### src/rtl/mem_arbiter.sv
// mem_arbiter: round-robin arbiter giving two requesters single-transaction access to one data memory,
// with a per-transaction acknowledge timeout.
module mem_arbiter #(
  parameter int unsigned TIMEOUT = 8
) (
  input  logic        clk,
  input  logic        reset,
  input  logic        a_req,
  input  logic        b_req,
  input  logic        a_we,
  input  logic        b_we,
  input  logic [31:0] a_addr,
  input  logic [31:0] b_addr,
  input  logic [31:0] a_wdata,
  input  logic [31:0] b_wdata,
  output logic        a_done,
  output logic        b_done,
  output logic        a_err,
  output logic        b_err,
  output logic [31:0] a_rdata,
  output logic [31:0] b_rdata,
  output logic        mem_read,
  output logic        mem_write,
  output logic [31:0] mem_addr,
  output logic [31:0] mem_wdata,
  input  logic [31:0] mem_rdata,
  input  logic        mem_read_acc,
  input  logic        mem_write_acc
);
  typedef enum logic [1:0] {IDLE, ACCESS, RESP} state_t;
  state_t state, state_nx;
  logic last_b, sel_b, we_l, grant, gnt_b, ack, tmo, fin;
  logic [31:0] addr_l, wdata_l;
  logic [7:0] cnt;
  always_ff @(posedge clk or posedge reset)
    if (reset) state <= IDLE;
    else state <= state_nx;
  always_comb begin
    grant = a_req | b_req;
    gnt_b = b_req & (~a_req | ~last_b);
    ack = we_l ? mem_write_acc : mem_read_acc;
    tmo = cnt == 8'(TIMEOUT - 1);
    fin = state == ACCESS && (ack || tmo);
    state_nx = state == IDLE ? (grant ? ACCESS : IDLE) :
               state == ACCESS ? (fin ? RESP : ACCESS) : IDLE;
  end
  // Strobes come straight from the latched request so they are glitch-free and zero outside ACCESS.
  assign mem_read  = state == ACCESS && !we_l;
  assign mem_write = state == ACCESS && we_l;
  assign mem_addr  = state == ACCESS ? addr_l : 32'd0;
  assign mem_wdata = state == ACCESS ? wdata_l : 32'd0;
  always_ff @(posedge clk or posedge reset)
    if (reset) begin
      last_b <= 1'b1;
      sel_b <= 1'b0;
      we_l <= 1'b0;
      addr_l <= 32'd0;
      wdata_l <= 32'd0;
      cnt <= 8'd0;
      a_done <= 1'b0;
      b_done <= 1'b0;
      a_err <= 1'b0;
      b_err <= 1'b0;
      a_rdata <= 32'd0;
      b_rdata <= 32'd0;
    end else begin
      a_done <= 1'b0;
      b_done <= 1'b0;
      a_err <= 1'b0;
      b_err <= 1'b0;
      if (state == IDLE && grant) begin
        sel_b <= gnt_b;
        last_b <= gnt_b;
        we_l <= gnt_b ? b_we : a_we;
        addr_l <= gnt_b ? b_addr : a_addr;
        wdata_l <= gnt_b ? b_wdata : a_wdata;
        cnt <= 8'd0;
      end
      // An acknowledge on the timeout cycle still counts as success.
      if (fin) begin
        a_done <= !sel_b;
        b_done <= sel_b;
        a_err <= !sel_b && !ack;
        b_err <= sel_b && !ack;
        if (ack && !we_l && !sel_b) a_rdata <= mem_rdata;
        if (ack && !we_l && sel_b) b_rdata <= mem_rdata;
      end else if (state == ACCESS) cnt <= cnt + 8'd1;
    end
endmodule

### config.mk
export PLATFORM = sky130hd
export DESIGN_NAME = mem_arbiter
export DESIGN_NICKNAME = d
export VERILOG_FILES = /design/src/rtl/mem_arbiter.sv
export SDC_FILE = /design/constraint.sdc
export NUM_CORES = 1
export LEC_CHECK = 0
export CAP_MARGIN = 20
export CORE_MARGIN = 10
export CORE_UTILIZATION = 38
export DETAILED_ROUTE_END_ITERATION = 8
export PLACE_DENSITY = 0.79
export SYNTH_ARGS = -nofsm -noshare
export SYNTH_HDL_FRONTEND = slang
export SYNTH_SLANG_ARGS = --single-unit
### constraint.sdc
create_clock -name clk -period 4.4 [get_ports clk]
set_input_delay 0.44 -clock clk [delete_from_list [all_inputs] [get_ports clk]]
set_output_delay 0.44 -clock clk [all_outputs]
set_load 0.01 [all_outputs]
After elaboration in Yosys (flattened, before gate mapping)
Index checks and enable logic that the tools add are counted.
{ "op_classes": {"addsub": 1, "multipliers": 0, "div_mod_pow": 0, "magnitude_cmp": 0, "n_eq_ne": 2, "n_shift": 0, "n_mux": 17, "bitwise": 5, "n_reduce_logical": 16} }
{ "op_table": {"columns": ["op", "count"], "rows": [
  ["$mux 32", 4],
  ["$mux 8", 3],
  ["$logic_and 1x1->1", 9],
  ["$add 8x1->8 const B", 1],
  ["$eq 8x3->1 const B", 1],
  ["$mux 1", 7],
  ["$mux 2", 3],
  ["$reduce_and 2->1", 2],
  ["$logic_not 1->1", 3],
  ["$eq 2x1->1 const B", 1],
  ["$logic_not 2->1", 1],
  ["$not 1->1", 2],
  ["$or 1x1->1", 2],
  ["$and 1x1->1", 1],
  ["$logic_or 1x1->1", 1]
]} }
{ "totals": {"regBits": 145, "latchBits": 0, "ramBits": 0, "romBits": 0, "in_bits": 168, "output_inout_bits": 134, "word_cells": 54, "memories": 0} }

Longest topological paths before layout
Gate-level depths: netlist of run 1.
{ "depth": {"word_depth": 6, "mapped_depth": 7, "depth_no_buf": 5} }

Worst setup path after synthesis of run 1
Ideal clock, no wire load.
{ "synth_path": {"kind": "reg-to-reg", "start": "register state[1]", "end": "register a_rdata[0]", "setup_time_ps": 125, "arrival_time_ps": 1535, "t_required_ps": 4275, "setup_slack_ps": 2740, "path_stages_with_launch": 6, "path_buffers": 2, "synth_period_minus_slack_ps": 1660, "path_cell_list": "dfrtp_1 -> nand2b_1 -> buf_2 -> nor4b_4 -> buf_6 -> mux2_2"} }
{ "synth_via": {"elab_chain_cells": 3} }
{ "synth_rtl": {"columns": ["item", "line", "rtl"], "rows": [
  ["start, declared", "31", "state_t state, state_nx;"],
  ["start signal, assigned", "37", "else state <= state_nx;"],
  ["$eq 2x1->1", "43", "fin = state == ACCESS && (ack || tmo);"],
  ["$logic_and 1x1->1", "43", null],
  ["$reduce_and 2->1 (no line)", null, null],
  ["end signal, assigned", "85", "if (ack && !we_l && !sel_b) a_rdata <= mem_rdata;"],
  ["end, declared", "20", "output logic [31:0] a_rdata,"]
]} }
Every way passes these cells.
A chain may end at the register's enable or synchronous reset.

Worst setup path in the final report of run 1
{ "layout_path": {"start": "register state[1]", "end": "output mem_wdata[22]"} }
{ "layout_via": {"elab_chain_cells": 2} }
{ "layout_rtl": {"columns": ["item", "line", "rtl"], "rows": [
  ["$eq 2x1->1", "51", "assign mem_wdata = state == ACCESS ? wdata_l : 32'd0;"],
  ["$mux 32", "51", null],
  ["end, declared", "25", "output logic [31:0] mem_wdata,"]
]} }
Every way passes these cells.

==> flow_metrics.env, run 1 <==
export IMPL_cts_root_buf="clkbuf_16"
export IMPL_drv_cap=0
export IMPL_start_util_pct=39.1
export IMPL_crit_required_ns=3.96
export IMPL_syn_inst=564
export IMPL_worstSetupStartpointType="flip-flop"
export IMPL_crit_buf_inv=2
export IMPL_postCtsSetupBuffers=0
export IMPL_async_reset_ff_share_pct=100
export IMPL_wl_per_cell_um=18.8
export IMPL_hold_class="primary input to asynchronous set/reset pin"
export IMPL_cts_clk_slew_worst_paths_ns=0.07
export IMPL_status="complete, no violations"
export IMPL_synthSimpleGateAreaFrac_pct=13.1
export IMPL_synth_most_common_cell="dfrtp_1"
export IMPL_syn_num_nets=734
export IMPL_synth_top_flop_cell="dfrtp_1"
export IMPL_cpMaxStageDelayCell="nor2b_4"
export IMPL_cp_end_kind="output port"
export IMPL_ys_top_cells_by_count="dfrtp_1 (144), nand2_1 (79), mux2i_1 (69)"
export IMPL_drc=0
export IMPL_yosysSeqAreaShare_pct=55.4
export IMPL_rsz0062_at_grt="false"
export IMPL_yosysTopAreaCell="dfrtp_1"
export IMPL_path_cells="nor2b_4 > buf_4 > and2_1 > clkdlybuf4s50_1"
export IMPL_postLayoutCoreUtil_pct=61.7
export IMPL_holdBufCountCts=0
export IMPL_max_freq_ghz=0.336
export IMPL_path_class="flip-flop to output port"
export IMPL_period_share_pct=67.6
export IMPL_r2r_start="state[1]"
export IMPL_ctsResizeCount=0
export IMPL_globalplace_congestion=0.796
export IMPL_num_rows=47
export IMPL_antenna_found_initial=0
export IMPL_core_mm2=0.0168
export IMPL_ant_nets=0
export IMPL_relSlewSlack_pct=46.8
export IMPL_holdWs_ns=0.471
export IMPL_grt_max_degree=138
export IMPL_synth_area_leaders="dfrtp_1 (55%), mux2_2 (11%), mux2i_1 (11%)"
export IMPL_cts_htree_levels=4
export IMPL_dieArea_mm2=0.0229
export IMPL_clkLatencyLatePin_ns=0.41
export IMPL_drt_iter0_drc=175
export IMPL_layout_min_cycle_time_ns=2.97
export IMPL_vias_per_cell=4.73
export IMPL_critPathMaxFanout=44
export IMPL_drive_above_1_share_pct=13.0
export IMPL_worst_pin_slew_ns=0.796
export IMPL_ff2ff_path_depth=4
export IMPL_ys_ff_latch=145
export IMPL_grt_use_total_pct=17.3
export IMPL_place_ws_ns=1.81
export IMPL_cts_tree="yes"
export IMPL_dieWidth_um=151
export IMPL_slowest_delay_ns=0.64
export IMPL_grt_pass1_wl_um=30700
export IMPL_areaGrowthSynthToFinish_pct=57.8
export IMPL_ff2ff_setup_slack_ns=2.39
export IMPL_synth_compound_area_share_pct=6.05
export IMPL_nNetsFinal=1024
export IMPL_drt_first_pass_iters=5
export IMPL_setup_tns_ns=0
export IMPL_cp_top_family="buffers and inverters"
export IMPL_synthesis_area_mm2=0.00656
export IMPL_totalWireLength_um=20400
export IMPL_ys_warn_count=0
export IMPL_grt_pass1_vias=5481
export IMPL_worstPathArrival_ns=2.53
export IMPL_cts_buffers=17
export IMPL_final_cells=1087
export IMPL_leakagePower_nw=4.45
export IMPL_num_vias=5143
export IMPL_cts_sinks=145
export IMPL_setup_ws_ns=1.43
export IMPL_synth_fa_ha_area_share_pct=0.382
export IMPL_clock_path_buffers=2
export IMPL_hold_viol_final=0
export IMPL_cellPowerDensity_mw_per_mm2=654
export IMPL_drv_slew=0
export IMPL_num_io_pins=302
export IMPL_synth_xor_area_share_pct=0
export IMPL_overflow=0
export IMPL_rr_endpoint="b_rdata[19]"
export IMPL_hpwl_um=15700
export IMPL_die_y_um=151
export IMPL_vdd_drop_max_v=0.000311
export IMPL_syn_area_per_cell_um2=11.6
export IMPL_synth_top_area_share_pct=55.0
export IMPL_numPortBuffers=301
export IMPL_synth_top_family_by_area="multiplexers"
export IMPL_dpl_cell_count=1054
export IMPL_synth_edf_count=0
export IMPL_synth_cell_types=34
export IMPL_finalClockSkew_ns=0.00837
export IMPL_finalSetupViolCount=0
export IMPL_diodes=0
export IMPL_muxShareOfSynthArea_pct=21.9
how the worst max path moves through the flow:
| stage | start | end | slack [ns] | cells past startpoint |
|---|---|---|---|---|
| after global placement | state[1] | mem_wdata[22] | 1.83 | 4 |
| after global routing | state[1] | mem_wdata[22] | 1.22 | 4 |
| after CTS | state[1] | mem_wdata[22] | 1.35 | 4 |
| after detailed placement | state[1] | mem_wdata[22] | 1.81 | 4 |
| final | state[1] | mem_wdata[22] | 1.43 | 4 |
| after floorplan | reset | a_done | 0.07 | 1 |
through the flow:
step                area [um2]  total power [mW]
CTS                      10300              6.84
detailed placement        9750              5.40
floorplan                 6560              3.76
global route             10300              7.23
finish                   10300              6.77
global placement          9750              5.34
final cells by class:
cell class | count | area [um2]
Fill cell | 1426 | 6410
Sequential cell | 145 | 3630
Timing Repair Buffer | 309 | 3110
Multi-Input combinational cell | 378 | 2750
Clock buffer | 18 | 429
Tap cell | 220 | 275
Clock inverter | 14 | 144
Inverter | 3 | 16.3
registers in the layout, indices dropped and copies added, names as in the netlist:
signal	count
a_rdata	32
addr_l	32
b_rdata	32
a_done	1
a_err	1
sel_b	1
wdata_l	32
state	2
last_b	1
cnt	8
b_err	1
b_done	1
we_l	1
worst register-to-register path: stages (launching register included):
cell and delay [ns]:
dfrtp_1 0.41, nor2b_4 0.64, nand4b_1 0.16, buf_4 0.31
mux2_2 0.37
layout by cell type (no fill, tap or decap), types with 4 or more instances in the layout:
cell	synthesis	routed
inv_6	0	7
clkinvlp_4	0	4
and2_1	66	66
mux2i_1	69	69
buf_4	4	6
dfrtp_1	144	144
mux2_2	65	65
nor2_1	4	4
o21ai_0	68	68
clkdlybuf4s50_1	0	301
clkbuf_16	0	17
nand2_1	79	79
power breakdown:
part / total (mW) / leakage [nW] / internal [mW] / switching [mW]
registers: 2.31 / 1.78 / 1.96 / 0.345
clock network: 1.40 / 0.269 / 0.798 / 0.607
logic: 3.05 / 2.39 / 1.71 / 1.35
routing by layer:
metal  up-vias  wire (um)  track usage [%]
li1       2503          -                -
met1      2392       8520             20.3
met2       238       9380             28.0
met3        10       2380             8.38
met4         0        138             4.28
met5         -          0                0
cell families (layout without fill, tap and decap cells):
kind of cell	count (synthesis)	in the layout
compound gates	75	75
simple gates	166	166
flops	145	145
buf+inv	41	344
mux	135	135
fa+ha+maj	2	2
(Power assumes the default switching activity.)
==> run 2: changes to the inputs <==
--- a/config.mk
+++ b/config.mk
@@ -7,9 +7,9 @@
 export LEC_CHECK = 0
 export CAP_MARGIN = 20
 export CORE_MARGIN = 10
-export CORE_UTILIZATION = 38
+export CORE_UTILIZATION = 42
 export DETAILED_ROUTE_END_ITERATION = 8
-export PLACE_DENSITY = 0.79
+export PLACE_DENSITY = 0.82
 export SYNTH_ARGS = -nofsm -noshare
 export SYNTH_HDL_FRONTEND = slang
 export SYNTH_SLANG_ARGS = --single-unit
==> constraint.sdc (replaced) <==
create_clock -name clk -period 2.8 [get_ports clk]
set_input_delay 0.28 -clock clk [delete_from_list [all_inputs] [get_ports clk]]
set_output_delay 0.28 -clock clk [all_outputs]
set_load 0.01 [all_outputs]
==> run 2 against run 1 <==
  * First-iteration DRC count up 5.7%
  * Global-route usage up 1.7 points
  * Worst hold slack worse by 0.12 ns
  * Highest routed layer unchanged
  * Final area up 1.4%
  * Combinational power up 59%
  * Sequential power up 55%
==> flow_metrics.env, run 2 (synthesized netlist as in run 1, its figures left out) <==
export IMPL_cts_tree="yes"
export IMPL_drt_first_pass_iters=4
export IMPL_drv_cap=0
export IMPL_num_vias=5189
export IMPL_cp_num_cells=4
export IMPL_cpMaxStageDelayCell="clkdlybuf4s50_1"
export IMPL_worstPathArrival_ns=2.08
export IMPL_ff2ff_path_depth=4
export IMPL_cp_startpoint="state[1]"
export IMPL_nNetsFinal=1029
export IMPL_drv_slew=0
export IMPL_cp_top_family="buffers and inverters"
export IMPL_crit_buf_inv=2
export IMPL_path_cells="nor2b_4 > buf_4 > and2_1 > clkdlybuf4s50_1"
export IMPL_setup_tns_ns=0
export IMPL_worstSetupStartpointType="flip-flop"
export IMPL_diodes=0
export IMPL_cts_clk_slew_worst_paths_ns=0.06
export IMPL_cellPowerDensity_mw_per_mm2=1050
export IMPL_globalplace_congestion=0.789
export IMPL_crit_required_ns=2.52
export IMPL_worst_pin_slew_ns=0.757
export IMPL_path_class="flip-flop to output port"
export IMPL_clkLatencyLatePin_ns=0.42
export IMPL_switching_share_pct=32.6
export IMPL_dieArea_mm2=0.0210
export IMPL_cp_endpoint="mem_wdata[27]"
export IMPL_ff2ff_setup_slack_ns=0.82
export IMPL_pwr_share_clk_pct=23.2
export IMPL_vdd_drop_max_v=0.000713
export IMPL_layout_common_cells="clkdlybuf4s50_1 (301), dfrtp_1 (144), nand2_1 (79)"
export IMPL_relSlewSlack_pct=49.4
export IMPL_cts_sinks=145
export IMPL_leakagePower_nw=4.53
export IMPL_areaGrowthSynthToFinish_pct=60.1
export IMPL_critPathMaxFanout=42
export IMPL_rr_endpoint="cnt[5]"
export IMPL_totalWireLength_um=20300
export IMPL_status="complete, no violations"
export IMPL_finalClockSkew_ns=0.00713
export IMPL_vias_per_cell=4.79
export IMPL_cell_internal_pwr_mw=7.40
export IMPL_max_freq_ghz=0.425
export IMPL_ctsResizeCount=0
export IMPL_numPortBuffers=301
export IMPL_hold_class="primary input to asynchronous set/reset pin"
export IMPL_power_frac_comb_pct=44.1
export IMPL_r2r_start="we_l"
export IMPL_postLayoutCoreUtil_pct=68.8
export IMPL_antenna_found_initial=0
export IMPL_layout_min_cycle_time_ns=2.36
export IMPL_drc=0
export IMPL_ant_nets=0
export IMPL_cts_htree_levels=4
export IMPL_num_rows=45
export IMPL_drt_iter0_drc=185
export IMPL_die_y_um=145
export IMPL_dieWidth_um=145
export IMPL_grt_max_degree=83
export IMPL_cts_buffers=17
export IMPL_wl_per_cell_um=18.7
export IMPL_grt_pass1_wl_um=31800
export IMPL_postCtsSetupBuffers=0
export IMPL_holdBufCountCts=0
export IMPL_rsz0062_at_grt="false"
export IMPL_cp_end_kind="output port"
export IMPL_grt_pass1_vias=5506
export IMPL_num_io_pins=302
export IMPL_hpwl_um=15700
export IMPL_hold_viol_final=0
export IMPL_period_share_pct=84.1
export IMPL_core_mm2=0.0153
export IMPL_slowest_delay_ns=0.57
export IMPL_drive_above_1_share_pct=13.5
export IMPL_mostFrequentLayoutCell="clkdlybuf4s50_1"
export IMPL_p_sw_mw=3.58
export IMPL_finalSetupViolCount=0
export IMPL_start_util_pct=43.0
export IMPL_cts_root_buf="clkbuf_16"
export IMPL_clock_path_buffers=2
export IMPL_grt_use_total_pct=19.1
export IMPL_pwr_share_seq_pct=32.7
export IMPL_overflow=0
run 2: metal layers:
layer | track usage (%) | vias to the layer above | routed length (um)
met5 | 0 | - | 0
met4 | 5.82 | 0 | 242
met3 | 8.04 | 16 | 1850
met2 | 31.4 | 218 | 9700
met1 | 22.0 | 2441 | 8500
li1 | - | 2514 | -
run 2: worst min-delay path by stage:
stage | from | end | slack (ns) | cells after the start
final | reset | b_rdata[4] | 0.35 | 2
after global routing | reset | b_rdata[4] | 0.40 | 2
after CTS | reset | b_rdata[4] | 0.35 | 2
after detailed placement | wdata_l[2] | wdata_l[2] | 0.46 | 2
after global placement | addr_l[8] | addr_l[8] | 0.45 | 2
after floorplan | mem_rdata[30] | b_rdata[30] | 0.43 | 1
run 2: per-stage QoR:
stage | total power, mW | worst slack [ns] | hold WS [ns] | instance area (um2) | std cells
2_1_floorplan | 5.91 | 0.702 | 0.431 | 6560 | 564
3_3_place_gp | 8.41 | 0.688 | 0.453 | 9830 | 1051
3_5_place_dp | 8.54 | 0.614 | 0.461 | 9830 | 1051
4_1_cts | 11.1 | 0.426 | 0.351 | 10500 | 1083
5_1_grt | 11.7 | 0.344 | 0.399 | 10500 | 1083
6_report | 11.0 | 0.445 | 0.347 | 10500 | 1083
run 2: cell type report:
| type | instances | area, um2 |
|---|---|---|
| timing repair buffer | 314 | 3170 |
| inverter | 3 | 15.0 |
| clock buffer | 19 | 443 |
| sequential | 145 | 3630 |
| tap | 211 | 264 |
| multi-input combinational | 378 | 2750 |
| fill | 1142 | 4760 |
| clock inverter | 13 | 224 |
run 2: power groups by stage:
| stage | registers, mW | clock network, mW | logic, mW |
|---|---|---|---|
| after floorplan | 3.74 | 0 | 2.17 |
| after global placement | 3.58 | 0 | 4.84 |
| after detailed placement | 3.63 | 0 | 4.90 |
| after CTS | 3.60 | 2.60 | 4.94 |
| after global routing | 3.73 | 2.68 | 5.27 |
| final | 3.59 | 2.55 | 4.84 |
run 2: worst register-to-register path, stage by stage (launching register included):
cell and delay [ns]:
dfrtp_1 0.57, mux2_4 0.38, a211oi_4 0.45, mux2_2 0.38, o21ai_0 0.13
